--- config.mk ---
export PLATFORM = sky130hd
export DESIGN_NAME = button_bit_sampler_flat
export DESIGN_NICKNAME = d
export VERILOG_FILES = /design/src/rtl/button_bit_sampler_if.sv /design/src/rtl/button_bit_sampler.sv /design/src/flat_wrapper.sv
export SDC_FILE = /design/constraint.sdc
export NUM_CORES = 1
export LEC_CHECK = 0
export ABC_AREA = 1
export CAP_MARGIN = 25
export CORE_AREA = 10 10 59 85
export DETAILED_ROUTE_END_ITERATION = 10
export DIE_AREA = 0 0 69 95
export PLACE_DENSITY = 0.77
export SETUP_SLACK_MARGIN = 0.02
export SLEW_MARGIN = 20
export SYNTH_ARGS = -nofsm -noshare
export SYNTH_HDL_FRONTEND = slang
export SYNTH_SLANG_ARGS = --single-unit
--- constraint.sdc ---
create_clock -name clk -period 3.1 [get_ports clk]
set_input_delay 0.62 -clock clk [delete_from_list [all_inputs] [get_ports clk]]
set_output_delay 0.62 -clock clk [all_outputs]
set_load 0.1 [all_outputs]
--- src/rtl/button_bit_sampler_if.sv ---
// Signal bundle between the push-button front end and its consumer.
// master: drives raw button/sw0, reads the strobe outputs.
// slave:  the sampler itself.
// Signals:
//   button      raw bouncy push-button, active-high
//   sw0         raw slide switch, the data bit
//   bit_valid   one-cycle strobe per accepted press
//   bit_data    sw0 value captured with the strobe
//   btn_level   debounced button level
//   press_count wrapping count of strobes
interface button_bit_sampler_if;

    logic       button;
    logic       sw0;
    logic       bit_valid;
    logic       bit_data;
    logic       btn_level;
    logic [7:0] press_count;

    modport master (
        output button,
        output sw0,
        input  bit_valid,
        input  bit_data,
        input  btn_level,
        input  press_count
    );

    modport slave (
        input  button,
        input  sw0,
        output bit_valid,
        output bit_data,
        output btn_level,
        output press_count
    );

endinterface

--- src/rtl/button_bit_sampler.sv ---
// Debounced push-button sampler: turns a raw button plus slide switch into
// a single-cycle bit strobe with the switch value captured at that moment.
// Ports:
//   clk    system clock, all logic on posedge
//   rst_n  synchronous active-low reset
//   bus    slave side of button_bit_sampler_if
//          (button, sw0 in; bit_valid, bit_data, btn_level, press_count out)
// Optional: define BTN_REPEAT_EN to emit auto-repeat strobes every
// REPEAT_CYCLES cycles while the button stays held.
module button_bit_sampler #(
    parameter int unsigned DEBOUNCE_CYCLES = 1000000,
    parameter int unsigned CNT_W           = 20,
    parameter int unsigned REPEAT_CYCLES   = 50000000
) (
    input  logic                   clk,
    input  logic                   rst_n,
    button_bit_sampler_if.slave    bus
);

    typedef enum logic [1:0] {
        IDLE         = 2'd0,
        PRESS_WAIT   = 2'd1,
        PRESSED      = 2'd2,
        RELEASE_WAIT = 2'd3
    } state_e;

    localparam logic [CNT_W-1:0] CNT_LAST = CNT_W'(DEBOUNCE_CYCLES - 1);
    localparam logic [CNT_W-1:0] CNT_ONE  = CNT_W'(1);

    // Two-flop synchronizers; bit 1 is the stable sample.
    logic [1:0] sync_btn_q;
    logic [1:0] sync_sw_q;
    logic       btn_s;
    logic       sw_s;

    state_e     state_q;
    state_e     state_d;
    logic [CNT_W-1:0] cnt_q;
    logic [CNT_W-1:0] cnt_d;

    logic       bit_valid_q;
    logic       bit_valid_d;
    logic       bit_data_q;
    logic       bit_data_d;
    logic       btn_level_q;
    logic       btn_level_d;
    logic [7:0] press_count_q;
    logic [7:0] press_count_d;

    logic       accept;
    logic       rep_fire;
    logic       strobe;

    assign btn_s = sync_btn_q[1];
    assign sw_s  = sync_sw_q[1];

    // ------------------------------------------------------------------
    // Synchronizers
    // ------------------------------------------------------------------
    always_ff @(posedge clk) begin
        if (!rst_n) begin
            sync_btn_q <= 2'b00;
            sync_sw_q  <= 2'b00;
        end else begin
            sync_btn_q <= {sync_btn_q[0], bus.button};
            sync_sw_q  <= {sync_sw_q[0], bus.sw0};
        end
    end

    // ------------------------------------------------------------------
    // State register (with the registered outputs that move with it)
    // ------------------------------------------------------------------
    always_ff @(posedge clk) begin
        if (!rst_n) begin
            state_q       <= IDLE;
            cnt_q         <= '0;
            bit_valid_q   <= 1'b0;
            bit_data_q    <= 1'b0;
            btn_level_q   <= 1'b0;
            press_count_q <= 8'd0;
        end else begin
            state_q       <= state_d;
            cnt_q         <= cnt_d;
            bit_valid_q   <= bit_valid_d;
            bit_data_q    <= bit_data_d;
            btn_level_q   <= btn_level_d;
            press_count_q <= press_count_d;
        end
    end

    // ------------------------------------------------------------------
    // Next-state logic
    // ------------------------------------------------------------------
    always_comb begin
        state_d = state_q;
        cnt_d   = cnt_q;
        accept  = 1'b0;
        unique case (state_q)
            IDLE: begin
                if (btn_s) begin
                    state_d = PRESS_WAIT;
                    cnt_d   = CNT_ONE;
                end else begin
                    cnt_d   = '0;
                end
            end
            PRESS_WAIT: begin
                if (!btn_s) begin
                    // Bounce: drop back without a strobe.
                    state_d = IDLE;
                    cnt_d   = '0;
                end else if (cnt_q == CNT_LAST) begin
                    state_d = PRESSED;
                    cnt_d   = '0;
                    accept  = 1'b1;
                end else begin
                    cnt_d   = cnt_q + CNT_ONE;
                end
            end
            PRESSED: begin
                if (!btn_s) begin
                    state_d = RELEASE_WAIT;
                    cnt_d   = CNT_ONE;
                end else begin
                    cnt_d   = '0;
                end
            end
            RELEASE_WAIT: begin
                if (btn_s) begin
                    // Release bounce: still held, no new strobe.
                    state_d = PRESSED;
                    cnt_d   = '0;
                end else if (cnt_q == CNT_LAST) begin
                    state_d = IDLE;
                    cnt_d   = '0;
                end else begin
                    cnt_d   = cnt_q + CNT_ONE;
                end
            end
            default: begin
                state_d = IDLE;
                cnt_d   = '0;
            end
        endcase
    end

    // ------------------------------------------------------------------
    // Auto-repeat
    // ------------------------------------------------------------------
`ifdef BTN_REPEAT_EN
    localparam int unsigned REP_W = $clog2(REPEAT_CYCLES + 1);
    localparam logic [REP_W-1:0] REP_LAST = REP_W'(REPEAT_CYCLES - 1);
    localparam logic [REP_W-1:0] REP_ONE  = REP_W'(1);

    logic [REP_W-1:0] rep_q;
    logic [REP_W-1:0] rep_d;

    always_ff @(posedge clk) begin
        if (!rst_n) begin
            rep_q <= '0;
        end else begin
            rep_q <= rep_d;
        end
    end

    // Runs only while staying in PRESSED; entering PRESSED (from either
    // wait state) starts it from zero, every other state holds it clear.
    always_comb begin
        rep_d    = '0;
        rep_fire = 1'b0;
        if (state_q == PRESSED && state_d == PRESSED) begin
            if (rep_q == REP_LAST) begin
                rep_fire = 1'b1;
            end else begin
                rep_d = rep_q + REP_ONE;
            end
        end
    end
`else
    assign rep_fire = 1'b0;

    wire unused_repeat_cfg = ^REPEAT_CYCLES;
`endif

    // ------------------------------------------------------------------
    // Output logic
    // ------------------------------------------------------------------
    assign strobe = accept | rep_fire;

    always_comb begin
        bit_valid_d   = strobe;
        bit_data_d    = bit_data_q;
        press_count_d = press_count_q;
        if (strobe) begin
            bit_data_d    = sw_s;
            press_count_d = press_count_q + 8'd1;
        end
        btn_level_d = (state_d == PRESSED) ||
                      (state_d == RELEASE_WAIT);
    end

    assign bus.bit_valid   = bit_valid_q;
    assign bus.bit_data    = bit_data_q;
    assign bus.btn_level   = btn_level_q;
    assign bus.press_count = press_count_q;

endmodule

--- src/flat_wrapper.sv ---
// flat-port wrapper written by rule: the top's interface ports become plain ports
module button_bit_sampler_flat 
#(
    parameter int unsigned DEBOUNCE_CYCLES = 1000000,
    parameter int unsigned CNT_W           = 20,
    parameter int unsigned REPEAT_CYCLES   = 50000000
)
  (clk, rst_n, bus_button, bus_sw0, bus_bit_valid, bus_bit_data, bus_btn_level, bus_press_count);
  button_bit_sampler_if bus_i ();
  input  logic clk;
  input  logic rst_n;
  input wire logic [$bits(bus_i.button)-1:0] bus_button;
  input wire logic [$bits(bus_i.sw0)-1:0] bus_sw0;
  output wire logic [$bits(bus_i.bit_valid)-1:0] bus_bit_valid;
  output wire logic [$bits(bus_i.bit_data)-1:0] bus_bit_data;
  output wire logic [$bits(bus_i.btn_level)-1:0] bus_btn_level;
  output wire logic [$bits(bus_i.press_count)-1:0] bus_press_count;
  assign bus_i.button = bus_button;
  assign bus_i.sw0 = bus_sw0;
  assign bus_bit_valid = bus_i.bit_valid;
  assign bus_bit_data = bus_i.bit_data;
  assign bus_btn_level = bus_i.btn_level;
  assign bus_press_count = bus_i.press_count;
  button_bit_sampler #(.DEBOUNCE_CYCLES(DEBOUNCE_CYCLES), .CNT_W(CNT_W), .REPEAT_CYCLES(REPEAT_CYCLES)) u_core (.clk(clk), .rst_n(rst_n), .bus(bus_i));
endmodule
==> flow_metrics.env, run 1 <==
export IMPL_outcome="completed"
export IMPL_worstSetupStartpointType="primary input"
export IMPL_cts_max_level=2
export IMPL_wl_per_cell_um=11.5
export IMPL_hpwl_um=2810
export IMPL_die_area_um2=6560
export IMPL_routabilityCongestion=0.943
export IMPL_worst_setup_path_end_kind="flop"
export IMPL_synthTopCellsByCount="nand2_1 (56), nor2_1 (38), dfxtp_1 (37)"
export IMPL_postRouteAntennaNets=0
export IMPL_synth_xor_area_share_pct=3.76
export IMPL_cts_made_buffers=5
export IMPL_grt_max_degree=14
export IMPL_post_route_util_pct=59.6
export IMPL_firstDrtPassIters=6
export IMPL_num_vias=1619
export IMPL_whs_ns=0.421
export IMPL_synth_nets=263
export IMPL_postCtsSetupRepairBufs=0
export IMPL_grt_pass1_vias=1510
export IMPL_async_reset_ff_share_pct=0
export IMPL_setup_violations=0
export IMPL_fp_row_count=27
export IMPL_ir_worst_vdd_uv=304
export IMPL_path_class="primary input to flop"
export IMPL_port_buffers=14
export IMPL_p_seq_share_pct=52.2
export IMPL_holdCritPathClass="flop to flop"
export IMPL_synth_largest_area_cell="dfxtp_1"
export IMPL_drt_total_wl_um=3690
export IMPL_worst_pin_slew_ns=0.410
export IMPL_synth_seq_cells=37
export IMPL_grt_overflow=0
export IMPL_dp_slack_ns=0.777
export IMPL_n_antenna_cell=0
export IMPL_synth_seq_area_share_pct=39.7
export IMPL_final_cells=320
export IMPL_relSlewSlack_pct=72.6
export IMPL_max_freq_mhz=502
export IMPL_netlist_instances=257
export IMPL_synth_compound_area_share_pct=8.19
export IMPL_synth_fa_ha_area_share_pct=1.34
export IMPL_synth_edf_count=0
export IMPL_pin_count=15
export IMPL_synth_flop_cell="dfxtp_1"
export IMPL_hold_depth=2
export IMPL_synth_distinct_cells=29
export IMPL_cts_root_buffer="clkbuf_8"
export IMPL_drcViolationCount=0
export IMPL_antenna_found_initial=0
export IMPL_postCtsHoldBufs=0
export IMPL_maxCapViolations=0
export IMPL_power_switching_mw=0.196
export IMPL_grt_setup_unrepaired="no"
export IMPL_muxShareOfSynthArea_pct=0
export IMPL_clk_pin_slew_worst_paths_ns=0.08
export IMPL_dp_cells=312
export IMPL_synth_area_top_cells="dfxtp_1 (40%), nand2_1 (11%), nor2_1 (7.7%), inv_1 (5.8%), a21oi_1 (4.8%)"
export IMPL_slew_viol_final=0
export IMPL_reg2reg_depth=8
export IMPL_synth_top_family_by_area="simple AND/OR/NAND/NOR gates"
export IMPL_tns_ns=0
export IMPL_synthSimpleGateAreaFrac_pct=39.5
export IMPL_cts_tree="yes"
export IMPL_powerDensity_nw_per_um2=431
export IMPL_yosysMostFrequentCell="nand2_1"
export IMPL_fin_skew_ns=0.0103
export IMPL_hold_viol_final=0
export IMPL_fin_ws_ns=1.11
export IMPL_cts_resized_gates=0
export IMPL_clock_path_buffers=2
export IMPL_synth_avg_cell_area_um2=7.25
export IMPL_nets=282
export IMPL_syn2layout_area_growth_pct=14.5
export IMPL_clock_sinks=37
export IMPL_clkLatencyLatePin_ns=0.30
export IMPL_nFillCells=373
export IMPL_p_leak_nw=0.833
export IMPL_coreArea_um2=3580
export IMPL_first_iter_violations=103
export IMPL_viasPerCell=5.06
export IMPL_yosys_area_top_type_share_pct=39.7
export IMPL_period_needed_ns=1.99
export IMPL_ys_warn_count=0
export IMPL_die_x_um=69
export IMPL_p_int_mw=0.724
export IMPL_period_share_pct=64.2
export IMPL_die_h_um=95
export IMPL_pwr_share_clk_pct=46.5
export IMPL_netlist_area_um2=1860
export IMPL_p_sw_share_pct=21.3
export IMPL_pwr_share_comb_pct=1.3
export IMPL_grt_pass1_wl_um=6480
export IMPL_grt_use_total_pct=11.9
export IMPL_drive_gt1_share_pct=17.7
export IMPL_cp_required_ns=3.33
export IMPL_path_max_fanout=11
export IMPL_start_util_pct=52.1
export IMPL_critical_path_arrival_ns=2.23
export IMPL_regToRegSetupSlack_ns=1.42
==> kinds of logic after synthesis <==
group / count (synthesis)
flip-flops: 37
adder cells (fa/ha/maj): 2
AO/OA/AOI/OAI: 29
XOR/XNOR: 8
AND/OR/NAND/NOR: 145
buffers and inverters: 36
==> worst paths after layout <==
check | endpoint | from
worst min-delay path | u_core.sync_btn_q[1]$_SDFF_PN0_ | u_core.sync_btn_q[0]$_SDFF_PN0_
worst min register to register | u_core.sync_btn_q[1]$_SDFF_PN0_ | u_core.sync_btn_q[0]$_SDFF_PN0_
worst max-delay path | u_core.cnt_q[17]$_SDFF_PN0_ | rst_n
worst max register to register | u_core.bus.press_count[0]$_SDFFE_PN0P_ | u_core.cnt_q[0]$_SDFF_PN0_
==> stage by stage <==
stage / total power [mW] / cell area [um2]
after floorplan: 0.497 / 1860
after global placement: 0.503 / 2020
after detailed placement: 0.503 / 2020
after CTS: 0.927 / 2130
after global routing: 0.951 / 2130
final: 0.919 / 2130
==> critical path: stages <==
cell and delay, ns:
clkdlybuf4s50_1 0.56, inv_1 0.19, a21oi_2 0.17, nand2_1 0.10, nor2_4 0.24, inv_2 0.16, nor3b_2 0.18
==> layout make-up <==
cell class                      instances  area (um2)  area share, %
Multi-Input combinational cell        184         983           46.1
Tap cell                               43        53.8           2.52
Clock inverter                          3        46.3           2.17
Clock buffer                            5        68.8           3.22
Sequential cell                        37         741           34.7
Timing Repair Buffer                   14         113           5.28
Inverter                               34         129           6.04
==> power by group through the flow <==
stage	Sequential [mW]	Clock, mW	Combinational [mW]
detailed placement	0.491	0	0.0124
CTS	0.480	0.435	0.0125
finish	0.480	0.427	0.0123
floorplan	0.491	0	0.00684
global placement	0.491	0	0.0122
global route	0.480	0.456	0.0143
==> cells in the final DEF, fill, tap and decap left out <==
cell type,count
nand3_1,17
nand4_1,3
xor2_1,6
nand3_4,1
nor2_8,1
a21oi_1,18
nor2_1,38
clkbuf_8,5
o21ai_1,3
ha_1,2
nand2_2,4
clkinv_4,1
a31oi_1,3
nor2_2,5
clkinvlp_4,1
nand3_2,4
nor3_1,5
dfxtp_1,37
clkdlybuf4s50_1,3
bufinv_16,1
nor3b_2,3
nand3b_1,2
nor3_2,1
clkinv_2,1
nor2_4,4
a21oi_2,1
nand4_2,1
o21ai_0,4
inv_1,29
inv_2,4
xnor2_1,2
buf_4,11
nand2_1,56
==> layer usage <==
layer | share of wire [%] | wire length (um) | track usage (%)
met1 | 42 | 1530 | 12.2
met5 | 0 | 0 | 0
met2 | 53 | 1950 | 21.3
met4 | 1.9 | 72 | 5.89
met3 | 3.8 | 140 | 3.67
==> registers in the layout (all words and copies together) (netlist names) <==
name,cells
u_core.bus.bit_data,1
u_core.bus.btn_level,1
u_core.state_q,2
u_core.cnt_q,20
u_core.sync_sw_q,2
u_core.bus.bit_valid,1
u_core.bus.press_count,8
u_core.sync_btn_q,2
(Power assumes the default switching activity.)
==> run 2, diff against run 1 <==
- CORE_AREA: 10 10 59 85 -> 10 10 61 88
- DIE_AREA: 0 0 69 95 -> 0 0 71 98
- PLACE_DENSITY: 0.77 -> 0.74
- clock period: 3.1 -> 1.6 ns (I/O delays scaled with it)
==> run 2 against run 1 <==
Flip-flop and latch count unchanged. Highest routed layer unchanged. Routed wire length is 8.2% higher. Via count grew 3.9%. Sequential power up 93%. Hold slack got worse by 0.0032 ns. Clock power grew 99%. Die area rose by 6.1%. Clock-buffer cell count up 1. Largest power group unchanged. Design area grew 16%. Worst setup slack worse by 1.0 ns.
==> flow_metrics.env, run 2 (same netlist as run 1, synthesis figures left out) <==
export IMPL_outcome="completed"
export IMPL_holdCritPathClass="flop to flop"
export IMPL_nets=296
export IMPL_routabilityCongestion=0.957
export IMPL_grt_overflow=0
export IMPL_ir_worst_vdd_uv=746
export IMPL_start_util_pct=48.4
export IMPL_crit_path_start="u_core.cnt_q[0]$_SDFF_PN0_"
export IMPL_max_freq_mhz=672
export IMPL_min_to="u_core.sync_sw_q[1]$_SDFF_PN0_"
export IMPL_critical_path_arrival_ns=1.67
export IMPL_period_share_pct=93.0
export IMPL_setup_violations=0
export IMPL_nFillCells=347
export IMPL_pwr_share_clk_pct=47.0
export IMPL_port_buffers=14
export IMPL_dp_cells=327
export IMPL_drive_gt1_share_pct=27.1
export IMPL_clkLatencyLatePin_ns=0.30
export IMPL_drcViolationCount=0
export IMPL_cp_required_ns=1.78
export IMPL_fin_skew_ns=0.0131
export IMPL_worstHoldStart="u_core.sync_sw_q[0]$_SDFF_PN0_"
export IMPL_syn2layout_area_growth_pct=32.3
export IMPL_power_switching_mw=0.364
export IMPL_postCtsHoldBufs=0
export IMPL_final_area_um2=2470
export IMPL_p_int_mw=1.45
export IMPL_relSlewSlack_pct=81.6
export IMPL_coreArea_um2=3850
export IMPL_r2r_end="u_core.cnt_q[16]$_SDFF_PN0_"
export IMPL_p_sw_share_pct=20.1
export IMPL_p_seq_share_pct=51.2
export IMPL_period_needed_ns=1.49
export IMPL_reg2reg_depth=9
export IMPL_powerDensity_nw_per_um2=734
export IMPL_grt_use_total_pct=12.0
export IMPL_grt_pass1_vias=1541
export IMPL_die_x_um=71
export IMPL_final_cells=336
export IMPL_die_h_um=98
export IMPL_viasPerCell=5.01
export IMPL_dpl_cell_area_um2=2290
export IMPL_die_area_um2=6960
export IMPL_pin_count=15
export IMPL_worst_pin_slew_ns=0.276
export IMPL_grt_setup_unrepaired="no"
export IMPL_drt_total_wl_um=4000
export IMPL_pwr_share_comb_pct=1.8
export IMPL_worstSetupStartpointType="flop"
export IMPL_clk_pin_slew_worst_paths_ns=0.08
export IMPL_cts_tree="yes"
export IMPL_hpwl_um=3060
export IMPL_firstDrtPassIters=4
export IMPL_antenna_found_initial=0
export IMPL_grt_pass1_wl_um=6760
export IMPL_regToRegSetupSlack_ns=0.11
export IMPL_final_common_cell="nand2_1"
export IMPL_rr_startpoint="u_core.cnt_q[0]$_SDFF_PN0_"
export IMPL_p_leak_nw=0.954
export IMPL_wl_per_cell_um=11.9
export IMPL_hold_depth=2
export IMPL_fp_row_count=28
export IMPL_largest_register_ff_count=20
export IMPL_hold_viol_final=0
export IMPL_first_iter_violations=90
export IMPL_top_register="u_core.cnt_q"
export IMPL_path_max_fanout=5
export IMPL_maxCapViolations=0
export IMPL_clock_sinks=37
export IMPL_cts_made_buffers=5
export IMPL_worst_setup_path_end_kind="flop"
export IMPL_clock_path_buffers=2
export IMPL_slew_viol_final=0
export IMPL_final_cell_mix="nand2_1 (56), nor2_1 (35), inv_1 (29), dfxtp_1 (27), a21oi_1 (18)"
export IMPL_grt_max_degree=13
export IMPL_path_class="flop to flop"
export IMPL_post_route_util_pct=64.0
export IMPL_postRouteAntennaNets=0
export IMPL_n_antenna_cell=0
export IMPL_num_vias=1682
export IMPL_cts_root_buffer="clkbuf_8"
export IMPL_cts_max_level=2
-- run 2: power groups by stage --
stage | Sequential, mW | Combinational, mW | Clock (mW)
global placement | 0.947 | 0.0312 | 0
global route | 0.927 | 0.0364 | 0.898
detailed placement | 0.948 | 0.0319 | 0
finish | 0.927 | 0.0319 | 0.851
CTS | 0.926 | 0.0323 | 0.866
floorplan | 0.947 | 0.0133 | 0
-- run 2: cell type report --
cell class	instances	area (um2)	share of cell area, %
Sequential cell	37	758	30.7
Clock inverter	2	37.5	1.52
Inverter	34	129	5.23
Tap cell	45	56.3	2.28
Multi-Input combinational cell	184	1020	41.5
Timing Repair Buffer	28	380	15.4
Clock buffer	6	82.6	3.35
-- run 2: timing repair --
item | in CTS | in global routing
gates resized for setup | 3 | 9
buffers inserted | 0 | 1
pin swaps | 0 | 2
gates cloned | 0 | 0
endpoints found under the setup margin | 11 | 15
-- run 2: worst max path at each step --
| stage | to | slack, ns | cells past startpoint |
|---|---|---|---|
| CTS | u_core.cnt_q[16]$_SDFF_PN0_ | 0.03 | 9 |
| finish | u_core.cnt_q[16]$_SDFF_PN0_ | 0.11 | 9 |
| global placement | u_core.cnt_q[13]$_SDFF_PN0_ | -0.004 | 8 |
| floorplan | u_core.bus.press_count[7]$_SDFFE_PN0P_ | 0.05 | 7 |
| global route | u_core.cnt_q[17]$_SDFF_PN0_ | 0.02 | 6 |
| detailed placement | u_core.cnt_q[13]$_SDFF_PN0_ | -0.03 | 8 |
-- run 2: critical path, cell delays in order, from the launching register on --
cell and delay (ns):
dfxtp_2 0.36, ha_4 0.15, nand3_4 0.11, buf_12 0.15
nor2_4 0.14, inv_2 0.08, nor2_8 0.11, nand3_2 0.08
o21ai_1 0.13, nor2_1 0.05
-- run 2: layer usage --
layer  GRT usage [%]  part of all wire (%)  vias up
met2            21.7                    55       25
met1            11.7                    39      764
li1                -                     -      884
met5               0                     0        -
met3            3.04                   3.4        9
met4            7.03                   2.6        0
-- run 2: metrics by stage --
step	hold slack, ns	power (mW)	setup slack, ns	setup TNS (ns)
6_report	0.417	1.81	0.112	0
5_1_grt	0.467	1.86	0.0202	0
4_1_cts	0.419	1.82	0.0279	0
3_5_place_dp	0.403	0.980	-0.0318	-0.116
3_3_place_gp	0.393	0.979	-0.00397	-0.0120
2_1_floorplan	0.390	0.960	0.0472	0
==> run 3, diff against run 2 <==
- GPL_TIMING_DRIVEN: unset -> 0
==> run 3 against run 2 <==
Cell count shrank 2.7%. Combinational power decreased by 15%. Register-to-register slack better by 0.03 ns. Hold slack lost 0.066 ns. Total power is 8.9% lower. Via count down 1.5%. Worst setup slack lost 0.085 ns. Maximum frequency shrank 5.4%. Clock skew hardly changed. Critical endpoint is now bus_press_count[0]. Largest cell class unchanged. Largest power group unchanged.
==> flow_metrics.env, run 3 (same netlist as run 1, synthesis figures left out) <==
export IMPL_outcome="completed"
export IMPL_n_antenna_cell=0
export IMPL_path_class="flop to output port"
export IMPL_cp_buffers_inverters=1
export IMPL_postCtsSetupRepairBufs=0
export IMPL_cts_tree="yes"
export IMPL_fin_skew_ns=0.0132
export IMPL_hold_viol_final=0
export IMPL_postCtsHoldBufs=0
export IMPL_p_seq_share_pct=56.2
export IMPL_top_register="u_core.cnt_q"
export IMPL_cts_made_buffers=5
export IMPL_first_iter_violations=87
export IMPL_nets=287
export IMPL_clk_pin_slew_worst_paths_ns=0.08
export IMPL_crit_path_cell_trace="clkdlybuf4s15_2"
export IMPL_worstHoldStart="rst_n"
export IMPL_drive_gt1_share_pct=25.2
export IMPL_rr_startpoint="u_core.cnt_q[0]$_SDFF_PN0_"
export IMPL_grt_pass1_wl_um=6490
export IMPL_p_sw_share_pct=22.2
export IMPL_die_x_um=71
export IMPL_crit_path_start="u_core.bus.press_count[0]$_SDFFE_PN0P_"
export IMPL_firstDrtPassIters=5
export IMPL_hold_depth=3
export IMPL_max_freq_mhz=636
export IMPL_coreArea_um2=3850
export IMPL_die_area_um2=6960
export IMPL_drcViolationCount=0
export IMPL_clock_path_buffers=2
export IMPL_slew_viol_final=0
export IMPL_holdCritPathClass="primary input to flop"
export IMPL_setup_violations=0
export IMPL_reg2reg_depth=8
export IMPL_clock_sinks=37
export IMPL_grt_max_degree=13
export IMPL_final_cell_mix="nand2_1 (55), nor2_1 (34), inv_1 (29), dfxtp_1 (25)"
export IMPL_num_vias=1657
export IMPL_syn2layout_area_growth_pct=20.5
export IMPL_cp_required_ns=1.28
export IMPL_power_mw=1.65
export IMPL_dp_cells=316
export IMPL_grt_setup_unrepaired="no"
export IMPL_crit_family="buffers and inverters"
export IMPL_period_share_pct=98.3
export IMPL_grt_use_total_pct=11.2
export IMPL_dp_slack_ns=-0.288
export IMPL_critical_path_arrival_ns=1.25
export IMPL_whs_ns=0.351
export IMPL_pin_count=15
export IMPL_drt_total_wl_um=4060
export IMPL_wl_per_cell_um=12.4
export IMPL_postRouteAntennaNets=0
export IMPL_grt_pass1_vias=1504
export IMPL_antenna_found_initial=0
export IMPL_power_switching_mw=0.366
export IMPL_final_cells=327
export IMPL_path_max_fanout=5
export IMPL_worstSetupPathDepth=1
export IMPL_final_common_cell="nand2_1"
export IMPL_crit_slowest_cell="clkdlybuf4s15_2"
export IMPL_worstSetupStartpointType="flop"
export IMPL_fp_row_count=28
export IMPL_largest_register_ff_count=20
export IMPL_clkLatencyLatePin_ns=0.31
export IMPL_cts_max_level=2
export IMPL_port_buffers=14
export IMPL_fin_ws_ns=0.0266
export IMPL_cts_root_buffer="clkbuf_8"
export IMPL_worst_setup_path_end_kind="output port"
export IMPL_relSlewSlack_pct=61.4
export IMPL_worst_pin_slew_ns=0.578
export IMPL_hpwl_um=2770
export IMPL_period_needed_ns=1.57
export IMPL_p_int_mw=1.28
export IMPL_start_util_pct=48.4
export IMPL_viasPerCell=5.07
export IMPL_routabilityCongestion=0.906
export IMPL_p_leak_nw=0.859
export IMPL_maxCapViolations=0
export IMPL_pwr_share_comb_pct=1.6
export IMPL_powerDensity_nw_per_um2=733
export IMPL_cp_slowest_stage_delay_ns=0.57
export IMPL_die_h_um=98
export IMPL_grt_overflow=0
export IMPL_pwr_share_clk_pct=42.1
export IMPL_ir_worst_vdd_uv=784
export IMPL_post_route_util_pct=58.3
==> run 3: changes by cell type in the layout (fill, tap and decap cells not counted), moves of 3 or more <==
cell / before / now
buf_12: 13 / 0
buf_2: 0 / 5
buf_4: 12 / 1
clkdlybuf4s15_2: 0 / 5
nor2_4: 4 / 7
==> run 3: layout make-up <==
type	count	area, um2
buffer	2	11.3
clock buffer	7	86.3
clock inverter	1	7.51
fill	362	1610
inverter	34	129
multi-input combinational	187	1070
sequential	37	763
tap	45	56.3
timing repair buffer	14	124
==> run 3: path summary, 6_finish.rpt <==
check,end,slack (ns)
worst max-delay path,bus_press_count[0],0.03
worst min-delay path,u_core.sync_btn_q[1]$_SDFF_PN0_,0.35
worst max register to register,u_core.cnt_q[2]$_SDFF_PN0_,0.14
worst min register to register,u_core.sync_btn_q[1]$_SDFF_PN0_,0.41
==> run 3: routing by layer <==
| layer | part of all wire, % | global-route usage (%) |
|---|---|---|
| met1 | 41 | 11.3 |
| met2 | 53 | 19.9 |
| met3 | 3.8 | 3.34 |
| met4 | 2.1 | 5.83 |
| met5 | 0 | 0 |
==> run 3: per-stage QoR <==
stage	TNS [ns]	cell area, um2
2_1_floorplan	0	1880
3_3_place_gp	-6.35	2070
3_5_place_dp	-6.54	2070
4_1_cts	0	2190
5_1_grt	0	2250
6_report	0	2250
==> run 3: timing repair <==
item,in CTS,in global routing
gates cloned,0,3
gates resized for setup,40,25
pin swaps,0,4
setup endpoints to repair,25,35
==> run 3: power groups by stage <==
stage	sequential, mW	clock (mW)	combinational [mW]
final	0.927	0.694	0.0271
after global routing	0.927	0.731	0.0314
after CTS	0.926	0.702	0.0257
after detailed placement	0.948	0	0.0255
after global placement	0.948	0	0.0251
after floorplan	0.947	0	0.0133
